File: src/rtl/verdict_collector.sv
// verdict_collector: queues every monitor cycle with an active output as a record and
// drains records as 64-bit word streams. Optional timestamp word: VERDICT_TIMESTAMP_EN.
module verdict_collector #(
  parameter int DEPTH = 8
) (
  input  logic        clk,
  input  logic        rst,
  input  logic        en,
  input  logic [63:0] output_0,
  input  logic [63:0] output_1,
  input  logic [63:0] output_2,
  input  logic        output_0_aktv,
  input  logic        output_1_aktv,
  input  logic        output_2_aktv,
  input  logic [63:0] tag,
  output logic [63:0] m_data,
  output logic        m_valid,
  input  logic        m_ready,
  output logic        m_last,
  output logic        overflow,
  output logic [15:0] drop_count
);
  localparam int AW = $clog2(DEPTH);
  localparam logic [AW:0] FULL_COUNT = (AW+1)'(DEPTH);

  localparam logic [1:0] ST_IDLE = 2'd0;
  localparam logic [1:0] ST_HDR  = 2'd1;
  localparam logic [1:0] ST_TS   = 2'd2;
  localparam logic [1:0] ST_VAL  = 2'd3;

  logic [63:0] tag_mem  [DEPTH];
  logic [2:0]  mask_mem [DEPTH];
  logic [63:0] val0_mem [DEPTH];
  logic [63:0] val1_mem [DEPTH];
  logic [63:0] val2_mem [DEPTH];
`ifdef VERDICT_TIMESTAMP_EN
  logic [63:0] ts_mem   [DEPTH];
  logic [63:0] ts_reg;
`endif

  logic [1:0]  state_reg, state_next;
  logic [1:0]  vidx_reg, vidx_next;
  logic [AW-1:0] head_reg, tail_reg;
  logic [AW:0] count_reg, count_next;
  logic        overflow_reg;
  logic [15:0] drop_reg;

  logic [2:0]  mask;
  logic [2:0]  head_mask;
  logic        cap_req;
  logic        full;
  logic        handshake;
  logic        push;
  logic        pop;
  logic        drop;
  logic [1:0]  first_idx;
  logic [1:0]  next_idx;
  logic        has_next;

  assign mask      = {output_2_aktv, output_1_aktv, output_0_aktv};
  assign cap_req   = en && (mask != 3'b000);
  assign head_mask = mask_mem[head_reg];
  assign full      = (count_reg == FULL_COUNT);
  assign handshake = m_valid && m_ready;

  // Lowest set mask bit overall, and lowest set bit above the value currently on the bus.
  always_comb begin
    first_idx = 2'd0;
    next_idx  = vidx_reg;
    has_next  = 1'b0;
    for (int k = 2; k >= 0; k--) begin
      if (head_mask[k]) begin
        first_idx = 2'(k);
        if (k > int'(vidx_reg)) begin
          next_idx = 2'(k);
          has_next = 1'b1;
        end
      end
    end
  end

  // A full FIFO still accepts a capture when the head record retires on the same edge.
  assign pop  = handshake && (state_reg == ST_VAL) && !has_next;
  assign push = cap_req && (!full || pop);
  assign drop = cap_req && full && !pop;

  always_comb begin
    count_next = count_reg;
    if (push && !pop) begin
      count_next = count_reg + (AW+1)'(1);
    end else if (!push && pop) begin
      count_next = count_reg - (AW+1)'(1);
    end
  end

  always_comb begin
    state_next = state_reg;
    vidx_next  = vidx_reg;
    case (state_reg)
      ST_IDLE: begin
        if (count_reg != '0 || push) begin
          state_next = ST_HDR;
        end
      end
      ST_HDR: begin
        if (handshake) begin
          vidx_next = first_idx;
`ifdef VERDICT_TIMESTAMP_EN
          state_next = ST_TS;
`else
          state_next = ST_VAL;
`endif
        end
      end
      ST_TS: begin
        if (handshake) begin
          state_next = ST_VAL;
        end
      end
      default: begin
        if (handshake) begin
          if (has_next) begin
            vidx_next = next_idx;
          end else if (count_next != '0) begin
            state_next = ST_HDR;
          end else begin
            state_next = ST_IDLE;
          end
        end
      end
    endcase
  end

  always_comb begin
    m_data = 64'd0;
    case (state_reg)
      ST_HDR: m_data = {tag_mem[head_reg][60:0], head_mask};
      ST_TS: begin
`ifdef VERDICT_TIMESTAMP_EN
        m_data = ts_mem[head_reg];
`else
        m_data = 64'd0;
`endif
      end
      ST_VAL: begin
        case (vidx_reg)
          2'd0:    m_data = val0_mem[head_reg];
          2'd1:    m_data = val1_mem[head_reg];
          default: m_data = val2_mem[head_reg];
        endcase
      end
      default: m_data = 64'd0;
    endcase
  end

  assign m_valid    = (state_reg != ST_IDLE);
  assign m_last     = (state_reg == ST_VAL) && !has_next;
  assign overflow   = overflow_reg;
  assign drop_count = drop_reg;

  always_ff @(posedge clk) begin
    if (push) begin
      tag_mem[tail_reg]  <= tag;
      mask_mem[tail_reg] <= mask;
      val0_mem[tail_reg] <= output_0;
      val1_mem[tail_reg] <= output_1;
      val2_mem[tail_reg] <= output_2;
`ifdef VERDICT_TIMESTAMP_EN
      ts_mem[tail_reg]   <= ts_reg;
`endif
    end
  end

  always_ff @(posedge clk) begin
    if (rst) begin
      state_reg    <= ST_IDLE;
      vidx_reg     <= 2'd0;
      head_reg     <= '0;
      tail_reg     <= '0;
      count_reg    <= '0;
      overflow_reg <= 1'b0;
      drop_reg     <= 16'd0;
    end else begin
      state_reg <= state_next;
      vidx_reg  <= vidx_next;
      count_reg <= count_next;
      if (push) begin
        tail_reg <= tail_reg + AW'(1);
      end
      if (pop) begin
        head_reg <= head_reg + AW'(1);
      end
      if (drop) begin
        overflow_reg <= 1'b1;
        if (drop_reg != 16'hFFFF) begin
          drop_reg <= drop_reg + 16'd1;
        end
      end
    end
  end

`ifdef VERDICT_TIMESTAMP_EN
  always_ff @(posedge clk) begin
    if (rst) begin
      ts_reg <= 64'd0;
    end else begin
      ts_reg <= ts_reg + 64'd1;
    end
  end
`endif

endmodule

File: config.mk
export PLATFORM = sky130hd
export DESIGN_NAME = verdict_collector
export DESIGN_NICKNAME = d
export VERILOG_FILES = /design/src/rtl/verdict_collector.sv
export SDC_FILE = /design/constraint.sdc
export NUM_CORES = 2
export LEC_CHECK = 0
export ABC_AREA = 0
export BUFFER_PORTS_ARGS = -buffer_cell sky130_fd_sc_hd__clkbuf_2
export CORE_MARGIN = 5
export CORE_UTILIZATION = 55
export CTS_CLUSTER_SIZE = 28
export DETAILED_ROUTE_END_ITERATION = 6
export PLACE_DENSITY = 0.71
export SLEW_MARGIN = 20
export SYNTH_ARGS = -nofsm -noshare
export SYNTH_HDL_FRONTEND = slang
export SYNTH_SLANG_ARGS = --single-unit
File: constraint.sdc
create_clock -name clk -period 52.5 [get_ports clk]
set_input_delay 15.75 -clock clk [delete_from_list [all_inputs] [get_ports clk]]
set_output_delay 15.75 -clock clk [all_outputs]
set_load 0.01 [all_outputs]
After elaboration in Yosys (flattened, before gate mapping)
Memory sizes are Yosys's and may differ from the RTL's. A register that Yosys moved wholly into a read port is not among the register bits. Index checks and enable logic that the tools add are counted.

Equal/unequal tests: 9. Order comparisons: 2. $add $sub $neg: 5. Reduce and logical (&&, ||, !) cells: 29. Mux-type cells: 37. Bitwise operators: 1.

Operators by type and width (count): 64-bit one-hot mux with 2 select lines (2); 3-bit 2-to-1 mux (10); 2-bit 2-to-1 mux (14); 16-bit by 1-bit adder with 16-bit output, second input constant (1); 16-bit != test, second input constant (1); 1-bit logical AND (10); 4-bit 2-to-1 mux (2); 2-bit one-hot mux with 2 select lines (2); 4-bit nonzero test (2); 1-bit 2-to-1 mux (7); 3-bit by 1-bit adder with 3-bit output, second input constant (2); 2-bit nonzero test (3); 4-bit by 1-bit adder with 4-bit output, second input constant (1); 2-bit by 1-bit == test with 1-bit output, second input constant (2); 2-bit == test, second input constant (2); 4-bit == test, second input constant (1); 1-bit zero test (4); 2-bit zero test (2); 4-bit AND reduction (1); 2-bit OR reduction (2); 4-bit by 1-bit subtractor with 4-bit output, second input constant (1); 3-bit by 2-bit != test with 1-bit output, second input constant (1); 3-bit AND reduction (1); 3-bit nonzero test (1); other kinds (7) (8).

RAM bits: 2072. Word-level logic and storage cells: 95. Output and inout bits: 83. Memories: 5. Input bits: 263. Register bits after elaboration: 31.

Memory list: tag_mem (words 8, width 64, rd ports 1, clocked after memory_dff 1, wr ports 1, RTL line 31) `logic [63:0] tag_mem [DEPTH];`; val0_mem (words 8, width 64, rd ports 1, clocked after memory_dff 1, wr ports 1, RTL line 33) `logic [63:0] val0_mem [DEPTH];`; val1_mem (words 8, width 64, rd ports 1, clocked after memory_dff 1, wr ports 1, RTL line 34) `logic [63:0] val1_mem [DEPTH];`; val2_mem (words 8, width 64, rd ports 1, clocked after memory_dff 1, wr ports 1, RTL line 35) `logic [63:0] val2_mem [DEPTH];`; mask_mem (words 8, width 3, rd ports 1, clocked after memory_dff 1, wr ports 1, RTL line 32) `logic [2:0] mask_mem [DEPTH];`.

Logic depth before layout (Yosys ltp)
Depth after elaboration: 18. Depth in mapped cells: 10. Mapped depth without buffers: 9.

Least setup slack after synthesis
No wires, ideal clock.

Path kind: in2reg. Start: input m_ready. End: memory mask_mem[1][0], enable pin. Buffers on the path: 0. Slack: 8333 ps. Data arrival time: 42578 ps. Data required time: 50911 ps. Cell stages on the path: 5. Setup time: 1589 ps. Path through: nor2b_1 -> nand2_1 -> nor2_4 -> o21ai_2 -> nor4b_1.

Longest elaborated chain between the ends: 7.

RTL lines: from (decl) (RTL line 18) `input logic m_ready,`; 1-bit logical AND (RTL line 64) `assign handshake = m_valid && m_ready;`; 1-bit logical AND (2 in a row) (RTL line 83) `assign pop = handshake && (state_reg == ST_VAL) && !has_next;`; 1-bit logical OR (RTL line 84) `assign push = cap_req && (!full || pop);`; 1-bit logical AND (RTL line 84); 1-bit 2-to-1 mux (RTL line 162) `if (push) begin`; 1-bit 2-to-1 mux (not written as such) (RTL line 164) `mask_mem[tail_reg] <= mask;`; to (decl) (RTL line 32).

Every way passes these cells.

==> run_results.csv <==
group,metric,value,unit
hold_path,worstHoldStart,"overflow$_SDFFE_PP0P_",
drt,drt-initial-drc-count,3494,
cts,numCtsBuffers,202,
drt,routedWlPerCell,28.96,µm
global_route,gr-total-overflow,0,
floorplan,die_width,390.5,µm
yosys,ys_types,53,
finish,largestRegisters,"val0_mem (512), val1_mem (512), val2_mem (512)",
yosys,ys.flop_type,"edfxtp_1",
finish,nNetsFinal,4164,
drt,avgViaCountPerCell,6.136,
sta,tightest_slew,1.135,ns
yosys,synth_top_area_share,77.24,%
global_route,grt_pass1_vias,37121,
setup_path,crit_arrival,6.60,ns
global_route,grt_usage,22.88,%
floorplan,die_area,0.1525,mm²
power_and_ir_drop,report.power.total,3.411,mW
drt,drc_errors,0,
sta,post-route-period-util,42.58,%
setup_path,required,36.75,ns
sta,slew_headroom,24.33,%
finish,n_fill_cell,9588,
global_route,grt_pass1_wl,254100,µm
yosys,synth-seq-cells,2082,
cts,clk_path_buf_depth,3,
cts,post_cts_buffers,0,
setup_path,cpPeakStageDelay,0.93,ns
yosys,synth_fp_nets,3748,
setup_path,rrSetupSlack,45.38,ns
power_and_ir_drop,p_comb_share,4.8,%
job,max_cap_viol_count,0,
yosys,yosysTopAreaCell,"edfxtp_1",
hold_path,hp-class,"reg -> reg",
sta,fin_skew,0.03637,ns
cts,cts_tree,"done",
power_and_ir_drop,ir_drop,28.49,µV
global_route,grt_max_degree,148,
setup_path,cp_common_cell,"buf_4",
place,portBuffers,342,
power_and_ir_drop,pwr-share-seq,55.0,%
cts,clkSinkCount,2082,
place,globalplace.congestion,0.7421,
setup_path,crit_slowest_cell,"dfxtp_4",
cts,cts-resized-gates,0,
hold_path,hold_end,"overflow$_SDFFE_PP0P_",
outcome,outcome,"complete, no violations",
yosys,synth_area,0.07962,mm²
yosys,synth_area_per_cell,22.91,µm²
power_and_ir_drop,clkPwrFrac,40.2,%
finish,layout_common_cells,"2048 x edfxtp_1, 511 x mux4_2, 342 x clkbuf_2, 258 x mux2i_1, 203 x clkbuf_16",
yosys,synthCells,3475,
hold_path,hold_path_depth,2,
cts,clkTransAtPathRegs,0.06,ns
drt,wl,173900,µm
sta,report.final.slew_viol_count,0,
yosys,synth-edff-count,2048,
power_and_ir_drop,p_sw_share,21.52,%
cts,cts_hold_buffers,0,
drt,first_pass_iters,5,
floorplan,start_util,55.36,%
floorplan,core-area,0.1438,mm²
sta,hold_viol_final,0,
power_and_ir_drop,p_sw,0.7342,mW
cts,cts_root_buf,"clkbuf_16",
setup_path,start_kind,"flip-flop",
setup_path,end_kind,"output port",
floorplan,ios,346,
setup_path,worstReg2RegEnd,"val2_mem[6][28]$_DFFE_PP_",
setup_path,critical_path_class,"reg -> out",
finish,syn_to_final_growth,13.11,%
drt,ant_nets,0,
setup_path,crit_chain,"buf_12, buf_4, buf_4, buf_4, mux4_2, mux2i_1, a22oi_1, nand2_1, o21ai_0, clkbuf_2",
sta,setup_violations,0,
power_and_ir_drop,power_leakage,27.48,nW
sta,rsz0062_at_grt,"no",
setup_path,crit_path_max_fanout,82,
drt,vias,36855,
power_and_ir_drop,p_int,2.677,mW
floorplan,num_rows,139,
yosys,yosysWarnings,0,
yosys,yosys-top-cells-area,"edfxtp_1 77%, mux4_2 14%, mux2i_1 3.2%",
sta,period_needed,22.35,ns
sta,tns,0,ns
setup_path,rr_worst_depth,11,
cts,insertion_delay,0.84,ns
power_and_ir_drop,power_density,37.87,mW/mm²
sta,fmax,0.04474,GHz
place,dpl.hpwl,92870,µm
cts,htreeDepth,4,
finish,mostFrequentLayoutCell,"edfxtp_1",
floorplan,die_y,390.5,µm
yosys,seq_area_frac_synth,78.10,%
yosys,async_flop_share,0,%
finish,drive_gt1_share,30.28,%
global_route,antenna_found_initial,73,
## cell usage after synthesis, drive strengths merged (2+ instances only)
master	count
a211oi	2
a21oi	72
a22oi	66
a311oi	3
and3	4
buf	95
clkbuf	93
dfxtp	34
edfxtp	2048
ha	10
inv	14
mux2i	258
mux4	511
nand2	81
nand2b	2
nand3	6
nand4	3
nor2	36
nor2b	4
nor3	4
nor3b	3
nor4	10
nor4b	6
o211ai	4
o21ai	69
o31a	2
o31ai	2
or3	2
xnor2	16
xor2	3
## through the flow
step                      instances  utilization, %  setup slack, ns  area [µm²]  hold WS (ns)
after floorplan                3475               -            8.333       79620        0.4696
after global placement         5589           58.13            30.69       83610        0.4413
after detailed placement       5589           58.13            30.69       83610        0.4395
after CTS                      5964           62.52            29.74       89930        0.4497
after global routing           5981           62.57            29.34       90000        0.4887
final                          6006           62.61            30.15       90060        0.4490
## worst max-delay path by stage
stage / startpoint / endpoint / slack (ns) / depth (start not counted)
final: flip-flop / m_data[24] / 30.15 / 10
after global routing: flip-flop / m_data[24] / 29.34 / 10
after CTS: flip-flop / m_data[52] / 29.74 / 10
after detailed placement: flip-flop / m_data[32] / 30.69 / 10
after global placement: flip-flop / m_data[32] / 30.69 / 10
after floorplan: m_ready / mask_mem[1][0]$_DFFE_PP_ / 8.33 / 5
## cell families after synthesis
logic type	share of synthesized area, %
DFF	78.10
muxes	17.72
AOI/OAI and AO/OA	1.773
buffers and inverters	1.067
and+or+nand+nor	0.9822
xor gates and xnor gates	0.2090
adders and majority gates	0.1571
## per-layer routing
metal	vias up	wire, µm	GRT usage, %
li1	15634	-	-
met1	19505	73100	33.96
met2	1383	79760	32.93
met3	287	17120	7.706
met4	46	3662	6.781
met5	-	298	0
## cell type report
class                   instances  area (µm²)  area share, %
flip-flops and latches       2082       62190          69.06
multi-input cells            1191       16650          18.49
clock buffers                 242        5246          5.825
well taps                    1903        2381          2.644
repair buffers                400        2355          2.615
clock inverters               133        1072          1.191
diodes                         41       102.6         0.1139
inverters                      14       53.80        0.05974
## worst max-delay path: cells and delay by family (launching register included)
family,cells,cell delay (ns)
AOI/OAI and AO/OA,2,0.79
muxes,2,0.45
buffers and inverters,5,3.06
and+or+nand+nor,1,0.34
DFF,1,0.93
## power groups by stage
stage	sequential [mW]	combinational, mW	clock [mW]
finish	1.88	0.162	1.37
global route	1.88	0.175	1.47
CTS	1.88	0.165	1.40
detailed placement	1.91	0.164	0
global placement	1.91	0.161	0
floorplan	1.94	0.0740	0
Power figures use the tool's default switching activity.
